===== config.mk =====
export PLATFORM = sky130hd
export DESIGN_NAME = msg_schedule
export DESIGN_NICKNAME = d
export VERILOG_FILES = /design/src/rtl/msg_schedule.sv
export SDC_FILE = /design/constraint.sdc
export NUM_CORES = 2
export LEC_CHECK = 0
export CAP_MARGIN = 20
export CORE_MARGIN = 2
export CORE_UTILIZATION = 35
export CTS_BUF_LIST = sky130_fd_sc_hd__clkbuf_8
export DETAILED_ROUTE_END_ITERATION = 12
export PLACE_DENSITY_LB_ADDON = 0.15
export SKIP_LAST_GASP = 1
export SYNTH_ARGS = -nofsm -noshare
export SYNTH_HDL_FRONTEND = slang
export SYNTH_SLANG_ARGS = --single-unit

===== constraint.sdc =====
create_clock -name axi_aclk -period 58.4 [get_ports axi_aclk]
set_clock_uncertainty 0.1 [all_clocks]
set_input_delay 5.84 -clock axi_aclk [delete_from_list [all_inputs] [get_ports axi_aclk]]
set_output_delay 5.84 -clock axi_aclk [all_outputs]
set_load 0.05 [all_outputs]

===== src/rtl/msg_schedule.sv =====
// SHA-2 message-schedule expander: turns padded 512-bit beats into the W_t word
// stream for the compression core, 32-bit words (SHA-224/256) or 64-bit (SHA-384/512).
module msg_schedule #(
  parameter int S_AXIS_DATA_WIDTH = 512,
  parameter int W_WIDTH           = 64
) (
  input  logic                         axi_aclk,
  input  logic                         axi_resetn,
  input  logic [1:0]                   sha_type,
  input  logic [S_AXIS_DATA_WIDTH-1:0] s_axis_tdata,
  input  logic                         s_axis_tvalid,
  output logic                         s_axis_tready,
  input  logic                         s_axis_tlast,
  output logic [W_WIDTH-1:0]           m_axis_tdata,
  output logic                         m_axis_tvalid,
  input  logic                         m_axis_tready,
  output logic                         m_axis_tlast,
  output logic [6:0]                   m_round,
  output logic                         m_first
);

  typedef enum logic [1:0] {
    IDLE    = 2'd0,
    LOAD_HI = 2'd1,
    EXPAND  = 2'd2
  } state_t;

  state_t      r_state;
  state_t      w_state_nxt;
  logic        r_mode;
  logic        r_blk_last;
  logic [6:0]  r_t;
  logic [63:0] r_w [16];

  logic        w_load_lo;
  logic        w_load_hi;
  logic        w_shift;
  logic        w_tready;
  logic        w_tvalid;
  logic        w_t_final;
  logic [31:0] w_sw32 [16];
  logic [63:0] w_sw64 [8];
  logic [31:0] w_next32;
  logic [63:0] w_next64;
  logic [63:0] w_next;
  logic        w_unused_sha_type0;

  assign w_unused_sha_type0 = sha_type[0];

  function automatic logic [31:0] bswap32(input logic [31:0] x);
    return {x[7:0], x[15:8], x[23:16], x[31:24]};
  endfunction

  function automatic logic [63:0] bswap64(input logic [63:0] x);
    return {x[7:0], x[15:8], x[23:16], x[31:24],
            x[39:32], x[47:40], x[55:48], x[63:56]};
  endfunction

  function automatic logic [31:0] sig0_32(input logic [31:0] x);
    return {x[6:0], x[31:7]} ^ {x[17:0], x[31:18]} ^ (x >> 3);
  endfunction

  function automatic logic [31:0] sig1_32(input logic [31:0] x);
    return {x[16:0], x[31:17]} ^ {x[18:0], x[31:19]} ^ (x >> 10);
  endfunction

  function automatic logic [63:0] sig0_64(input logic [63:0] x);
    return {x[0], x[63:1]} ^ {x[7:0], x[63:8]} ^ (x >> 7);
  endfunction

  function automatic logic [63:0] sig1_64(input logic [63:0] x);
    return {x[18:0], x[63:19]} ^ {x[60:0], x[63:61]} ^ (x >> 6);
  endfunction

  // Input beat unpacking: byte 0 of each word is its most significant byte
  always_comb begin
    for (int j = 0; j < 16; j++) w_sw32[j] = bswap32(s_axis_tdata[32*j +: 32]);
    for (int j = 0; j < 8; j++)  w_sw64[j] = bswap64(s_axis_tdata[64*j +: 64]);
  end

  assign w_next32 = sig1_32(r_w[14][31:0]) + r_w[9][31:0]
                  + sig0_32(r_w[1][31:0]) + r_w[0][31:0];
  assign w_next64 = sig1_64(r_w[14]) + r_w[9] + sig0_64(r_w[1]) + r_w[0];
  assign w_next   = r_mode ? w_next64 : {32'd0, w_next32};
  assign w_t_final = (r_t == (r_mode ? 7'd79 : 7'd63));

  always_comb begin
    w_state_nxt = r_state;
    w_load_lo   = 1'b0;
    w_load_hi   = 1'b0;
    w_shift     = 1'b0;
    w_tready    = 1'b0;
    w_tvalid    = 1'b0;
    case (r_state)
      IDLE: begin
        w_tready = 1'b1;
        if (s_axis_tvalid) begin
          w_load_lo   = 1'b1;
          w_state_nxt = sha_type[1] ? LOAD_HI : EXPAND;
        end
      end
      LOAD_HI: begin
        w_tready = 1'b1;
        if (s_axis_tvalid) begin
          w_load_hi   = 1'b1;
          w_state_nxt = EXPAND;
        end
      end
      EXPAND: begin
        w_tvalid = 1'b1;
        if (m_axis_tready) begin
          w_shift = 1'b1;
          if (w_t_final) w_state_nxt = IDLE;
        end
      end
      default: w_state_nxt = IDLE;
    endcase
  end

  // Both handshakes are masked during reset so nothing transfers in the reset cycle
  assign s_axis_tready = axi_resetn & w_tready;
  assign m_axis_tvalid = axi_resetn & w_tvalid;
  assign m_axis_tdata  = W_WIDTH'(r_w[0]);
  assign m_axis_tlast  = m_axis_tvalid & r_blk_last & w_t_final;
  assign m_round       = axi_resetn ? r_t : 7'd0;
  assign m_first       = m_axis_tvalid & (r_t == 7'd0);

  always_ff @(posedge axi_aclk) begin
    if (!axi_resetn) begin
      r_state    <= IDLE;
      r_t        <= 7'd0;
      r_mode     <= 1'b0;
      r_blk_last <= 1'b0;
    end else begin
      r_state <= w_state_nxt;
      if (w_load_lo) begin
        r_mode     <= sha_type[1];
        r_blk_last <= s_axis_tlast;
      end
      if (w_load_hi) r_blk_last <= r_blk_last | s_axis_tlast;
      if (w_shift) r_t <= w_t_final ? 7'd0 : r_t + 7'd1;
    end
  end

  // Sliding 16-word window; in 32-bit mode the upper halves stay zero
  always_ff @(posedge axi_aclk) begin
    if (w_load_lo && !sha_type[1]) begin
      for (int j = 0; j < 16; j++) r_w[j] <= {32'd0, w_sw32[j]};
    end else if (w_load_lo) begin
      for (int j = 0; j < 8; j++) r_w[j] <= w_sw64[j];
    end else if (w_load_hi) begin
      for (int j = 0; j < 8; j++) r_w[j+8] <= w_sw64[j];
    end else if (w_shift) begin
      for (int k = 0; k < 15; k++) r_w[k] <= r_w[k+1];
      r_w[15] <= w_next;
    end
  end

endmodule


==> results.yml <==
place:
  place_congestion: 1.00
  portBuffers: 592
  hpwl_um: 207000
  place_area_um2: 68600
floorplan:
  die_x_um: 421
  core.rowCount: 153
  top_level_ports: 594
  initial_utilization: 0.352
  core-area_um2: 173000
  die_h_um: 421
  die_area_um2: 178000
cts:
  cts_tree: "done"
  clock_latency_ns: 0.99
  h-tree-depth: 4
  cts_made_buffers: 189
  clkTransAtPathRegs_ns: 0.06
  ctsLongestPathBuffers: 3
  cts_root_buf: "clkbuf_8"
  cts.sinks: 1035
  cts_post_setup_buffers_inserted: 0
  cts_resized: 0
  cts_hold_buf: 0
timing:
  finalHoldViolations: 0
  period_share: 0.237
  fmax_mhz: 72.4
  tns_ns: 0
  holdWs_ns: 0.400
  post-route-min-period_ns: 13.82
  tightestPinTransition_ns: 1.16
  relSlewSlack: 0.226
  rsz0062_at_grt: "false"
  drv_slew: 0
  setup_violations: 0
hold_path:
  hp-class: "reg2reg"
critical_path:
  reg2reg_from: "r_w[0][918]"
  worstPathArrival_ns: 7.88
  endpoint_kind: "output port"
  path_class: "in2out"
  r2r-end: "r_w[0][1011]"
  crit_end: "m_first"
  ff2ff_setup_slack_ns: 51.37
  rr_worst_depth: 17
  cp_data_required_time_ns: 52.46
  cp_max_fo: 16
  critPathLaunchType: "primary input"
  cp-startpoint: "axi_resetn"
yosys:
  synth.distinct_cells: 78
  ys_async_sr_fraction: 0
  synth-seq-cells: 1035
  syn-num-nets: 6782
  yosys_warnings: 0
  syn_avg_cell_area_um2: 10.2
  postSynthCellCount: 5979
  synth_edf_count: 1024
  synth-main-ff-cell: "edfxtp_1"
  synth-seq-area-share: 0.508
  netlist_area_um2: 61000
drt:
  drt-vias-per-instance: 5.53
  drtAntennaViolNets: 0
  routed_wl_um: 278000
  drt_iter0_markers: 5249
  wire_per_inst_um: 31.3
  remaining_drc_errors: 0
  num_vias: 49000
  drt_pass1_iterations: 8
finish:
  mostFrequentLayoutCells: "nand2_1, edfxtp_1, clkdlybuf4s50_1, inv_1, xnor2_1"
  stdcell_area_um2: 72100
  drive_gt1_frac: 0.0565
  final_nets: 7170
  fillers: 17300
  final_common_cell: "nand2_1"
  regArea_um2: 31000
  multi_input_area_um2: 26300
  area_growth_pct: 18.3
outcome:
  status: "complete, no violations"
grt:
  grt_pass1_wl_um: 380000
  grt_use_total: 0.305
  antenna_found_initial: 64
  grtUsageMet2: 0.514
  grt_busiest_layer: "met2"
  grt_use_met1: 0.368
  grt_max_degree: 187
  use_met3: 0.0486
  overflow: 0
  grt_pass1_vias: 47700
power:
  powerDensity_nw_per_um2: 49.6
  p_leak_uw: 0.0277
  ir_drop_v: 0.0000280
flow_run:
  maxCapViolCount: 0
-- worst min-delay path by stage --
stage | start | slack, ns | end | cells after the start
after global placement | r_blk_last | 0.39 | r_blk_last | 2
final | r_blk_last | 0.40 | r_blk_last | 2
after floorplan | r_blk_last | 0.35 | r_blk_last | 2
after CTS | r_blk_last | 0.40 | r_blk_last | 2
after detailed placement | r_blk_last | 0.39 | r_blk_last | 2
after global routing | r_blk_last | 0.42 | r_blk_last | 2
-- layer usage --
metal | part of all wire | up-vias | wire length [um]
met5 | 0.00041 | - | 115
met4 | 0.060 | 20 | 16700
met3 | 0.061 | 499 | 16800
met2 | 0.50 | 2062 | 138000
met1 | 0.38 | 24800 | 107000
li1 | - | 21600 | -
-- state kept, by name, indices dropped and copies added, names as in the netlist --
name        flops
r_blk_last      1
r_state         2
r_t             7
r_w          1024
r_mode          1
-- worst max-delay path: stages --
cell and delay (ns):
clkdlybuf4s50_1 0.73, and2_1 0.24, nand4b_1 0.10, nor3_1 0.13
clkdlybuf4s50_1 0.83
-- through the flow --
| step | setup slack, ns | instances | power [uW] | util |
|---|---|---|---|---|
| floorplan | 23.84 | 5979 | 2230 | - |
| CTS | 44.55 | 8824 | 3560 | 0.415 |
| finish | 44.58 | 8866 | 3580 | 0.416 |
| global route | 44.44 | 8863 | 3750 | 0.416 |
| global placement | 44.54 | 8500 | 2890 | 0.396 |
| detailed placement | 44.55 | 8501 | 2880 | 0.396 |
-- layout make-up --
class	count	share of cell area
Sequential cell	1035	0.429
Multi-Input combinational cell	4008	0.365
Timing Repair Buffer	698	0.0940
Tap cell	2325	0.0403
Clock buffer	192	0.0366
Inverter	435	0.0226
Clock inverter	131	0.0105
Antenna cell	42	0.00146
-- power breakdown --
| group | switching, uW | internal [uW] |
|---|---|---|
| Clock | 330 | 334 |
| Combinational | 1260 | 658 |
| Sequential | 67.0 | 923 |
| Total | 1660 | 1920 |
-- kinds of logic after synthesis --
| group | count (synthesis) | share of synthesized area |
|---|---|---|
| muxes | 139 | 0.0229 |
| DFF | 1035 | 0.508 |
| adders and majority gates | 284 | 0.0814 |
| AOI/OAI and AO/OA | 1373 | 0.148 |
| xor gates and xnor gates | 435 | 0.0625 |
| and+or+nand+nor | 1777 | 0.115 |
| buffers and inverters | 936 | 0.0618 |
-- cell usage after synthesis, types with 12 or more instances --
cell	instances	area share
nand2_1	1282	0.079
edfxtp_1	1024	0.50
inv_1	435	0.027
clkbuf_1	409	0.025
xnor2_1	378	0.054
nor2_1	350	0.022
a21oi_1	336	0.028
a31oi_1	303	0.031
a22o_1	234	0.034
o21ai_0	225	0.018
fa_1	188	0.062
mux2i_1	136	0.022
ha_1	96	0.020
a222oi_1	64	0.011
buf_4	64	0.0079
a21o_1	59	0.0073
xor2_1	57	0.0082
o21ai_1	44	0.0036
nand4_1	26	0.0027
buf_1	24	0.0015
nand3_1	23	0.0019
and2_1	20	0.0021
o21bai_1	20	0.0025
a211oi_1	15	0.0018
nand2b_1	15	0.0015
nor3_1	14	0.0011
and3_1	13	0.0013
nor2b_1	12	0.0012
No activity file was read; power rests on OpenSTA's default activity.
==> variant, RTL diff (config.mk and constraints unchanged) <==
Change the parameter `S_AXIS_DATA_WIDTH` from 512 to 256.
--- a/src/rtl/msg_schedule.sv
+++ b/src/rtl/msg_schedule.sv
@@ -1,7 +1,7 @@
 // SHA-2 message-schedule expander: turns padded 512-bit beats into the W_t word
 // stream for the compression core, 32-bit words (SHA-224/256) or 64-bit (SHA-384/512).
 module msg_schedule #(
-  parameter int S_AXIS_DATA_WIDTH = 512,
+  parameter int S_AXIS_DATA_WIDTH = 256,
   parameter int W_WIDTH           = 64
 ) (
   input  logic                         axi_aclk,
Interface: changed (resized s_axis_tdata); port bits go from 594 to 338. No check against the original RTL was run, so the function may have changed too.
==> variant against the unedited design <==
Sequential cell count unchanged; routed wire length fell by 15%; worst setup slack got worse by 98 ps; sequential share of layout area is 4.6 points higher; global-route usage decreased by 2.1 points; hold slack lost 11 ps; largest power group unchanged; total power down 9.9%; design area down 9.8%; critical endpoint unchanged; via count is 15% lower; count of clock-buffer cells in the layout is 6 lower; critical path type unchanged; area after synthesis shrank 6.8%.
==> variant: results (changes against the unedited design) <==
Status
The flow ran to the end, and the final reports show no timing, DRC or antenna violations.

Finish
The total of clock buffers placed in the layout is 186 (-3.1%). The largest registers in the layout are r_w x1024, r_t x7, r_state x2. The clock-cell share of area came to 5.31% (+0.60 points). The count of nets after finishing is 5843 (-19%). The number of diodes was 4 (-90%).

The layout cell share with drive strength beyond 1 is 6.00% (+0.35 points). The non-clock buffer area fraction after layout came to 5.89% (-3.5 points). The count of non-CTS buffers in the layout is 386 (-45%). The number of fill cells came to 15600 (-9.6%). The number of non-clock inverters in the layout is 408 (-6.2%).

The non-filler instance count after layout is 7613 (-14%). The total area of sequential cells is 0.0310 mm² (about the same). The number of sequential storage elements was 1035 (unchanged). The area occupied by multi-input gates is 0.0226 mm² (-14%). The multi-input combinational gate total is 3281 (-18%).

Yosys
The average instance area after synthesis came to 11.1 µm² (+8.6%). For this run, the leading register cell type out of synthesis is edfxtp_1. The number of distinct standard cells referenced by the synthesized netlist is 78 (unchanged). The register area share after synthesis came to 54.5% (+3.7 points).

The synthesized netlist net count is 5675 (-16%). By area the synthesized netlist is led by edfxtp_1, fa_1, nand2_1. The number of enable flip-flop cells after synthesis is 1024 (unchanged). After synthesis, the most frequently instantiated cells are edfxtp_1, nand2_1, inv_1, xnor2_1, clkbuf_1.

Routing
The sum of routed wire segments on met1 is 103000 µm (-3.1%). The detailed router used layers up to and including met5. The wire length on met2 is 104000 µm (-24%). The aggregate routed wire length was 237000 µm (-15%). The wire length on met3 is 21200 µm (+26%). The first-pass iteration count of the detailed router was 5 (-3).

The number of vias in the routed layout is 41500 (-15%). The number of DRC violations after detailed-routing iteration 0 is 5590 (+6.5%).

Placement
The post-DP HPWL is 173000 µm (-17%). The number of port buffers is 336 (-43%). The placer's final routability congestion estimate was 0.934 (-6.7%). The worst slack at placement was 44520 ps (-27.6 ps). The number of instances in the placed design is 7270 (-14%).

Hold path
The worst hold path belongs to the class flop to flop.

Critical path
The peak fanout along the critical path was 16 (unchanged). The arrival time reported for the critical path endpoint came to 7980 ps (+100 ps).

CTS
The number of gates resized after cts is 0 (unchanged). The largest buffer count on any clock path was 3 (unchanged). The number of H-tree levels is 4 (unchanged).

The latest clock arrival within the worst-skew pair is 930 ps (-60 ps). The total clock buffers created by CTS is 184 (-2.6%). The clock input transition at the sequential cells of the worst setup and hold paths is 60 ps (about the same).

GRT
The total global routing track utilization was 28.4% (-2.1 points). The global-route wire length before repair is 323000 µm (-15%). The number of global-route vias before repair is 39200 (-18%). The routing usage on met1 came to 41.0% (+4.1 points). The pin count of the biggest net entering global routing is 196 (+4.8%). The met2 routing resource usage after global routing is 42.2% (-9.1 points). The global-route met3 utilization is 6.00% (+1.1 points). The initial antenna violation count was 18 (-72%).

Pwr
The standby leakage power is 25.8 nW (-6.9%). The peak supply drop is 27.1 µV (-3.2%).

STA
The slew of the pin with the lowest slew margin is 1290 ps (+126 ps).
==> variant: cell count changes in the layout (fill, tap and decap cells not counted), sizes merged, moves of 38 or more <==
cell	before	now
nand2	1282	951
clkdlybuf4s50	592	335
a31oi	305	110
and3	13	205
nor2	350	206
and2	20	146
a21oi	338	229
o21ai	270	163
mux2i	136	43
a222oi	64	0
buf	106	51
diode	42	4
==> variant: through the flow <==
step | cell area [µm²] | utilization, %
floorplan | 56800 | -
global placement | 61600 | 38.3
detailed placement | 61600 | 38.3
CTS | 65100 | 40.4
global route | 65100 | 40.4
finish | 65100 | 40.4
==> variant: path summary, 6_finish.rpt <==
| kind | start | to | depth (start not counted) | slack (ps) |
|---|---|---|---|---|
| worst min-delay path | r_w[0][412] | r_w[0][348] | 2 | 390 |
| worst max register to register | r_w[0][907] | r_w[0][989] | 17 | 52430 |
| worst min register to register | r_w[0][412] | r_w[0][348] | 2 | 390 |
| worst max-delay path | axi_resetn | m_first | 5 | 44480 |
==> variant: where the power goes <==
part,switching (mW),total [mW],internal [mW]
registers,0.0691,0.985,0.916
logic,0.989,1.57,0.581
clock network,0.338,0.669,0.331
==> variant: logic make-up (layout without fill, tap and decap cells) <==
| logic type | count (synthesis) | count (layout) | share of synthesized area (%) |
|---|---|---|---|
| compound gates | 885 | 885 | 10.5 |
| xor+xnor | 430 | 430 | 6.63 |
| fa+ha+maj | 284 | 284 | 8.74 |
| buf+inv | 812 | 1133 | 5.86 |
| flops | 1035 | 1035 | 54.5 |
| mux | 43 | 43 | 0.758 |
| other cells | 0 | 4 | 0 |
| simple gates | 1639 | 1639 | 13.0 |
==> variant: critical path, stage by stage <==
cell,delay [ps]
clkdlybuf4s50_1,740
and2_1,250
nand4b_1,120
nor3_1,190
clkdlybuf4s50_1,840
